==> config.mk <==
export PLATFORM = sky130hd
export DESIGN_NAME = uart_tx_framer
export DESIGN_NICKNAME = d
export VERILOG_FILES = /design/src/rtl/uart_tx_framer.sv
export SDC_FILE = /design/constraint.sdc
export NUM_CORES = 1
export LEC_CHECK = 0
export ABC_CLOCK_PERIOD_IN_PS = 1500
export BUFFER_PORTS_ARGS = -buffer_cell sky130_fd_sc_hd__buf_2
export CORE_ASPECT_RATIO = 0.6
export CORE_MARGIN = 4
export CORE_UTILIZATION = 49
export DETAILED_ROUTE_END_ITERATION = 6
export GPL_ROUTABILITY_DRIVEN = 0
export HOLD_SLACK_MARGIN = 0.03
export PLACE_DENSITY = 0.73
export SLEW_MARGIN = 20
export SYNTH_ARGS = -nofsm -noshare
export SYNTH_HDL_FRONTEND = slang
export SYNTH_SLANG_ARGS = --single-unit
==> constraint.sdc <==
create_clock -name clk -period 1.5 [get_ports clk]
set_input_delay 0.3 -clock clk [delete_from_list [all_inputs] [get_ports clk]]
set_output_delay 0.3 -clock clk [all_outputs]
set_load 0.05 [all_outputs]
==> src/rtl/uart_tx_framer.sv <==
// Serial transmit framer: start bit, LSB-first data, optional parity, one or two
// stop bits at CLKS_PER_BIT clocks per bit, fed by a valid/ready word handshake.
module uart_tx_framer #(
    parameter int DATA_BITS    = 8,
    parameter int CLKS_PER_BIT = 16
) (
    input  logic                 clk,
    input  logic                 n_rst,
    input  logic                 tx_valid,
    input  logic [DATA_BITS-1:0] tx_data,
    input  logic                 parity_en,
    input  logic                 parity_odd,
    input  logic                 two_stop,
    output logic                 tx_ready,
    output logic                 tx_busy,
    output logic                 tx_out
);

    localparam int CNT_W = $clog2(CLKS_PER_BIT);
    localparam int IDX_W = $clog2(DATA_BITS);
    localparam logic [CNT_W-1:0] CNT_LAST = CNT_W'(CLKS_PER_BIT - 1);
    localparam logic [IDX_W-1:0] IDX_LAST = IDX_W'(DATA_BITS - 1);

    typedef enum logic [2:0] {
        ST_IDLE,
        ST_START,
        ST_DATA,
        ST_PARITY,
        ST_STOP
    } state_t;

    state_t               state, state_n;
    logic [CNT_W-1:0]     cnt, cnt_n;
    logic [IDX_W-1:0]     bit_idx, bit_idx_n;
    logic                 stop_idx, stop_idx_n;
    logic [DATA_BITS-1:0] shreg, shreg_n;
    logic                 par_bit, par_bit_n;
    logic                 par_en_q, par_en_n;
    logic                 two_stop_q, two_stop_n;
    logic                 bit_end;
    logic                 line_n;

    function automatic logic calc_parity(input logic [DATA_BITS-1:0] d, input logic odd);
        return (^d) ^ odd;
    endfunction

    function automatic logic line_level(input state_t s, input logic d0, input logic p);
        logic lvl;
        lvl = 1'b1;
        case (s)
            ST_START:  lvl = 1'b0;
            ST_DATA:   lvl = d0;
            ST_PARITY: lvl = p;
            default:   lvl = 1'b1;
        endcase
        return lvl;
    endfunction

    assign bit_end = (cnt == CNT_LAST);

    always_comb begin
        state_n    = state;
        cnt_n      = cnt + CNT_W'(1);
        bit_idx_n  = bit_idx;
        stop_idx_n = stop_idx;
        shreg_n    = shreg;
        par_bit_n  = par_bit;
        par_en_n   = par_en_q;
        two_stop_n = two_stop_q;

        case (state)
            ST_IDLE: begin
                cnt_n      = '0;
                bit_idx_n  = '0;
                stop_idx_n = 1'b0;
                if (tx_valid && tx_ready) begin
                    state_n    = ST_START;
                    shreg_n    = tx_data;
                    par_bit_n  = calc_parity(tx_data, parity_odd);
                    par_en_n   = parity_en;
                    two_stop_n = two_stop;
                end
            end
            ST_START: begin
                if (bit_end) begin
                    state_n = ST_DATA;
                    cnt_n   = '0;
                end
            end
            ST_DATA: begin
                if (bit_end) begin
                    cnt_n   = '0;
                    shreg_n = shreg >> 1;
                    if (bit_idx == IDX_LAST) begin
                        state_n = par_en_q ? ST_PARITY : ST_STOP;
                    end else begin
                        bit_idx_n = bit_idx + IDX_W'(1);
                    end
                end
            end
            ST_PARITY: begin
                if (bit_end) begin
                    state_n = ST_STOP;
                    cnt_n   = '0;
                end
            end
            ST_STOP: begin
                if (bit_end) begin
                    cnt_n = '0;
                    // Second stop period reuses the state; stop_idx marks it.
                    if (two_stop_q && !stop_idx) begin
                        stop_idx_n = 1'b1;
                    end else begin
                        state_n = ST_IDLE;
                    end
                end
            end
            default: begin
                state_n = ST_IDLE;
                cnt_n   = '0;
            end
        endcase

        // Outputs are registered from the next state so the line changes on the
        // same edge as the state does.
        line_n = line_level(state_n, shreg_n[0], par_bit_n);
    end

    always_ff @(posedge clk) begin
        if (!n_rst) begin
            state    <= ST_IDLE;
            cnt      <= '0;
            bit_idx  <= '0;
            stop_idx <= 1'b0;
            tx_out   <= 1'b1;
            tx_busy  <= 1'b0;
            tx_ready <= 1'b1;
        end else begin
            state    <= state_n;
            cnt      <= cnt_n;
            bit_idx  <= bit_idx_n;
            stop_idx <= stop_idx_n;
            tx_out   <= line_n;
            tx_busy  <= (state_n != ST_IDLE);
            tx_ready <= (state_n == ST_IDLE);
        end
    end

    // Frame payload needs no reset: it is only consumed after a fresh accept.
    always_ff @(posedge clk) begin
        shreg      <= shreg_n;
        par_bit    <= par_bit_n;
        par_en_q   <= par_en_n;
        two_stop_q <= two_stop_n;
    end

endmodule

[Yosys cells after proc, flatten, opt, wreduce, memory -nomap -nowiden]
Cells that the tools add are included.
Cells by class
  add/sub/neg operators: 2
  equal/unequal tests: 14
  muxes and demuxes: 21
  bitwise gates (word level): 3
  reductions and logical operators: 15
Operator list (number)
  two-way mux 3 bit: 10
  two-way mux 8 bit: 2
  one-hot mux 8 bit (2 select lines): 1
  one-hot mux 3 bit (5 select lines): 1
  == test 3 x 2 -> 1 bit, second input constant: 4
  inequality test 2 bit, second input constant: 5
  AND reduction 3 bit: 3
  XOR reduction 8 bit: 1
  == test 3 x 1 -> 1 bit, second input constant: 2
  == test 3 bit, second input constant: 2
  zero test 3 bit: 2
  one-hot mux 3 bit (2 select lines): 1
  adder 4 x 1 -> 4 bit, second input constant: 1
  == test 4 bit, second input constant: 1
  two-way mux 1 bit: 4
  nonzero test 2 bit: 2
  OR reduction 4 bit: 1
  adder 3 x 1 -> 3 bit, second input constant: 1
  one-hot mux 1 bit (3 select lines): 1
  nonzero test 3 bit: 1
  OR reduction 3 bit: 1
  logical AND 1 bit: 2
  NOT 1 bit: 2
  one-hot mux 1 bit (2 select lines): 1
  3 further kinds: 3
Storage, ports and cells
  register bits after elaboration: 25
  input port bits: 14
  logic and storage cells: 67

[Logic depth before layout (Yosys ltp)]
  depth in word-level cells: 7
  mapped depth: 7
  depth with buffers taken out: 7

[Worst setup path before layout]
No wires, ideal clock.
  path type: flip-flop to flip-flop
  start: register tx_ready
  end: register tx_out
  library setup time: 125 ps
  arrival: 1545 ps
  setup slack: -170 ps
  cell stages (with the launch flop): 6
  buffers on the path: 0
  clock period less this slack: 1670 ps
  cells stage by stage: dfxtp_1 -> nand4b_4 -> inv_4 -> a21oi_2 -> o2bb2ai_2 -> o41a_1
RTL lines
  from (decl): RTL line 14  | output logic tx_ready,
  from (signal assigned): RTL line 145  | tx_ready <= (state_n == ST_IDLE);
  logical AND 1 bit: RTL line 76  | if (tx_valid && tx_ready) begin
  two-way mux 8 bit: RTL line 76
  one-hot mux 8 bit (2 select lines): RTL line 71  | case (state)
  via shreg_n[0]: RTL line 36  | logic [DATA_BITS-1:0] shreg, shreg_n;
  one-hot mux 1 bit (3 select lines): RTL line 50  | case (s)
  to (signal assigned): RTL line 143  | tx_out <= line_n;
  to (decl): RTL line 16  | output logic tx_out
The timed path passes the listed nets, and every way through them passes these cells. The select of a mux whose other input is x is not followed.
A chain may end at the register's enable or synchronous reset.

[Worst setup path in the final report]
  start: register bit_idx[0]
  end: register tx_out
On the way
  cells in the longest elaborated chain, start to end: 6
RTL lines
  from (decl): RTL line 34  | logic [IDX_W-1:0] bit_idx, bit_idx_n;
  from (signal assigned): RTL line 141  | bit_idx <= bit_idx_n;
  == test 3 bit *: RTL line 94  | if (bit_idx == IDX_LAST) begin
  two-way mux 3 bit *: RTL line 94
  two-way mux 3 bit *: RTL line 91  | if (bit_end) begin
  one-hot mux 3 bit (5 select lines) *: RTL line 71
  == test 3 x 2 -> 1 bit or == test 3 x 1 -> 1 bit (tied branches): RTL line 50
  one-hot mux 1 bit (3 select lines) *: RTL line 50
Mark *: on every way between the ends. The rest lies on a longest branch, timed or not.

==> results.py <==
metrics = {
    "sta": {
        "timing.hold.ws_ns": 0.207,
        "finalCriticalPeriod_ns": 1.64,
        "finalCritPeriodShare_pct": 109,
        "slew_violations": 0,
        "worst_slew_margin_rel_pct": 75.5,
        "worst_slew_pin_slew_ns": 0.367,
        "max_freq_mhz": 611,
        "hold_viol": 0,
        "final.setup.worst_slack_ns": -0.137,
        "rsz0062_at_grt": "yes",
        "setup_violations": 3,
        "skew_ns": 0.00500,
    },
    "route": {
        "drt_wl_total_mm": 2.91,
        "wire_per_inst_um": 16.9,
        "first_pass_iters": 4,
        "vias_per_cell": 5.64,
        "drc": 0,
        "drt_iter0_markers": 97,
        "vias": 970,
        "drtAntennaViolNets": 0,
    },
    "logic_synthesis": {
        "synth_ff_type": "dfxtp_1",
        "ys_seq_area_share_pct": 50.5,
        "synth_area_leaders": "dfxtp_1 (27%), edfxtp_1 (23%), xnor2_1 (6.0%), a22oi_1 (5.8%), nor2_1 (3.9%)",
        "synth_compound_area_share_pct": 16.3,
        "synth.cell_area_um2": 1170,
        "syn_nets": 126,
        "synth_edf_count": 9,
        "synth-adder-area-share_pct": 3.21,
        "synth-async-reset-ratio_pct": 0,
        "synth_largest_area_cell": "dfxtp_1",
        "synth_top_area_share_pct": 27.4,
        "synth-xor-area-share_pct": 7.49,
        "synth-simple-area-share_pct": 17.9,
        "ys_types": 35,
        "yosys_warnings": 0,
        "synth_seq_cells": 25,
        "synth_mux_area_share_pct": 1.71,
        "avgSynthCellArea_um2": 10.7,
        "synth_cells": 109,
        "synth_top_family_by_area": "simple AND/OR/NAND/NOR gates",
    },
    "pwr": {
        "power_density_nw_per_um2": 924,
        "finalPower_mw": 1.45,
        "p_leak_nw": 0.583,
        "vdd_ir_drop_max_uv": 469,
    },
    "placement": {
        "dpl.hpwl_mm": 2.07,
        "io_buffers": 16,
        "dp_slack_ns": -0.173,
        "placed_cells": 166,
    },
    "worst_setup_path": {
        "worstSetupPathType": "reg -> reg",
        "critPathCaptureType": "flip-flop",
        "worst_ep_required_time_ns": 1.66,
        "slowest_stage": "dfxtp_2",
        "cp.arrival_ns": 1.79,
        "max_stage_delay_ns": 0.34,
        "cpMostUsedCell": "ha_4",
        "cp-start-kind": "flip-flop",
        "crit_fanout": 3,
        "cp_cell_sequence": "ha_4, ha_4, and4b_1, mux2i_2, nand3_1, o41a_1",
    },
    "grt": {
        "grt_usage_pct": 20.5,
        "grt_overflow": 0,
        "antenna_found_initial": 0,
        "grt_pass1_vias": 1020,
        "grt_max_degree": 15,
        "grt_pass1_wl_mm": 4.85,
    },
    "clocking": {
        "insertion_delay_ns": 0.27,
        "cts_buffers": 3,
        "max-clock-path-buffers": 2,
        "clock-sinks": 25,
        "cts_tree": "yes",
        "path_clk_slew_ns": 0.09,
        "cts_hold_buf": 0,
        "cts_max_level": 1,
        "cts-root-buf": "clkbuf_8",
    },
    "floorplan": {
        "die_h_um": 45.9,
        "start_util_pct": 52.9,
        "num_io_pins": 17,
        "die_x_um": 71.1,
        "die_area_um2": 3260,
        "core_area_um2": 2210,
        "num_rows": 13,
    },
    "min_path": {
        "worst_hold_path_type": "in -> reg",
    },
    "cells_and_area": {
        "num_antenna_cells": 0,
        "drive_above_1_share_pct": 45.8,
        "fin_util_pct": 71.0,
        "syn2layout_area_growth_pct": 34.3,
        "fin_nets": 160,
        "final_cells": 172,
    },
    "status": {
        "violations": "setup timing",
        "status": "finished, violations left",
    },
    "job": {
        "drv_cap": 0,
    },
}
-- timing repair --
action	CTS	global route
pin swaps	11	7
gates cloned	0	0
resized for setup	16	4
buffers inserted	2	2
setup endpoints to repair	6	15
-- final timing paths --
path / start / endpoint / slack, ns / cells past startpoint
setup reg to reg: bit_idx[0] / tx_out / -0.14 / 6
hold reg to reg: stop_idx / stop_idx / 0.47 / 2
hold / removal: parity_en / par_en_q / 0.21 / 1
setup / recovery: bit_idx[0] / tx_out / -0.14 / 6
-- metal layers --
metal | GRT usage (%) | routed length (um) | up-vias
li1 | - | - | 462
met1 | 26.0 | 1250 | 455
met2 | 32.4 | 1350 | 47
met3 | 6.17 | 255 | 6
met4 | 10.1 | 53 | 0
met5 | 0 | 0 | -
-- metrics by stage --
step | setup TNS (ns) | area [um^2]
finish | -0.183 | 1570
global route | -0.568 | 1570
CTS | -0.233 | 1540
detailed placement | -0.454 | 1430
global placement | -0.118 | 1430
floorplan | 0 | 1220
-- synthesized netlist by cell type (2+ instances only) --
library cell,count
dfxtp_1,16
nor2_1,12
a22oi_1,9
edfxtp_1,9
xnor2_1,8
and2_1,4
nand3_1,4
nor2b_1,4
o21ai_0,4
a21oi_1,3
ha_1,3
inv_1,3
nand2_1,3
and3_1,2
buf_2,2
mux2i_1,2
o21ai_1,2
xor2_1,2
-- power by group --
group          total (mW)  internal, mW  leakage, nW  switching, mW
logic               0.267         0.109        0.338          0.159
registers           0.784         0.760        0.220         0.0240
clock network       0.400         0.186       0.0255          0.215
total                1.45          1.05        0.583          0.397
-- registers in the layout (all words and copies together), names as in the netlist --
signal / cells
two_stop_q: 1
tx_out: 1
cnt: 4
state: 3
bit_idx: 3
stop_idx: 1
tx_ready: 1
par_en_q: 1
tx_busy: 1
shreg: 8
par_bit: 1
-- cells by family (layout without fill, tap and decap cells) --
family / after synthesis / after routing
buffers and inverters: 8 / 41
multiplexers: 2 / 2
adder cells (fa/ha/maj): 3 / 3
AO/OA/AOI/OAI: 26 / 26
AND/OR/NAND/NOR: 35 / 35
XOR/XNOR: 10 / 10
flip-flops: 25 / 25
-- cell usage in the layout (no fill, tap or decap), types with 2 or more instances in the layout --
cell	count
and3_4	2
edfxtp_1	9
o21ai_2	2
a22oi_1	8
nand3_1	3
buf_2	16
inv_1	2
nor2b_1	3
a21oi_1	2
clkbuf_8	3
buf_4	15
nand2_1	3
ha_4	3
xnor2_1	8
o21ai_0	3
inv_2	2
dfxtp_2	5
dfxtp_1	11
xor2_1	2
nor2_4	2
and2_1	4
nor2_1	11
-- critical path, delay by kind of cell, from the launching register on --
kind | cells | cell delay [ns]
adder cells (fa/ha/maj) | 2 | 0.31
flip-flops | 1 | 0.34
AND/OR/NAND/NOR | 2 | 0.32
multiplexers | 1 | 0.21
AO/OA/AOI/OAI | 1 | 0.33
-- cell type report --
class | instances | area [um^2]
multi-input cells | 76 | 666
flip-flops and latches | 25 | 597
clock buffers | 3 | 41.3
repair buffers | 32 | 204
fillers | 168 | 641
inverters | 5 | 21.3
well taps | 30 | 37.5
clock inverters | 1 | 5.00
(Power assumes the default switching activity.)
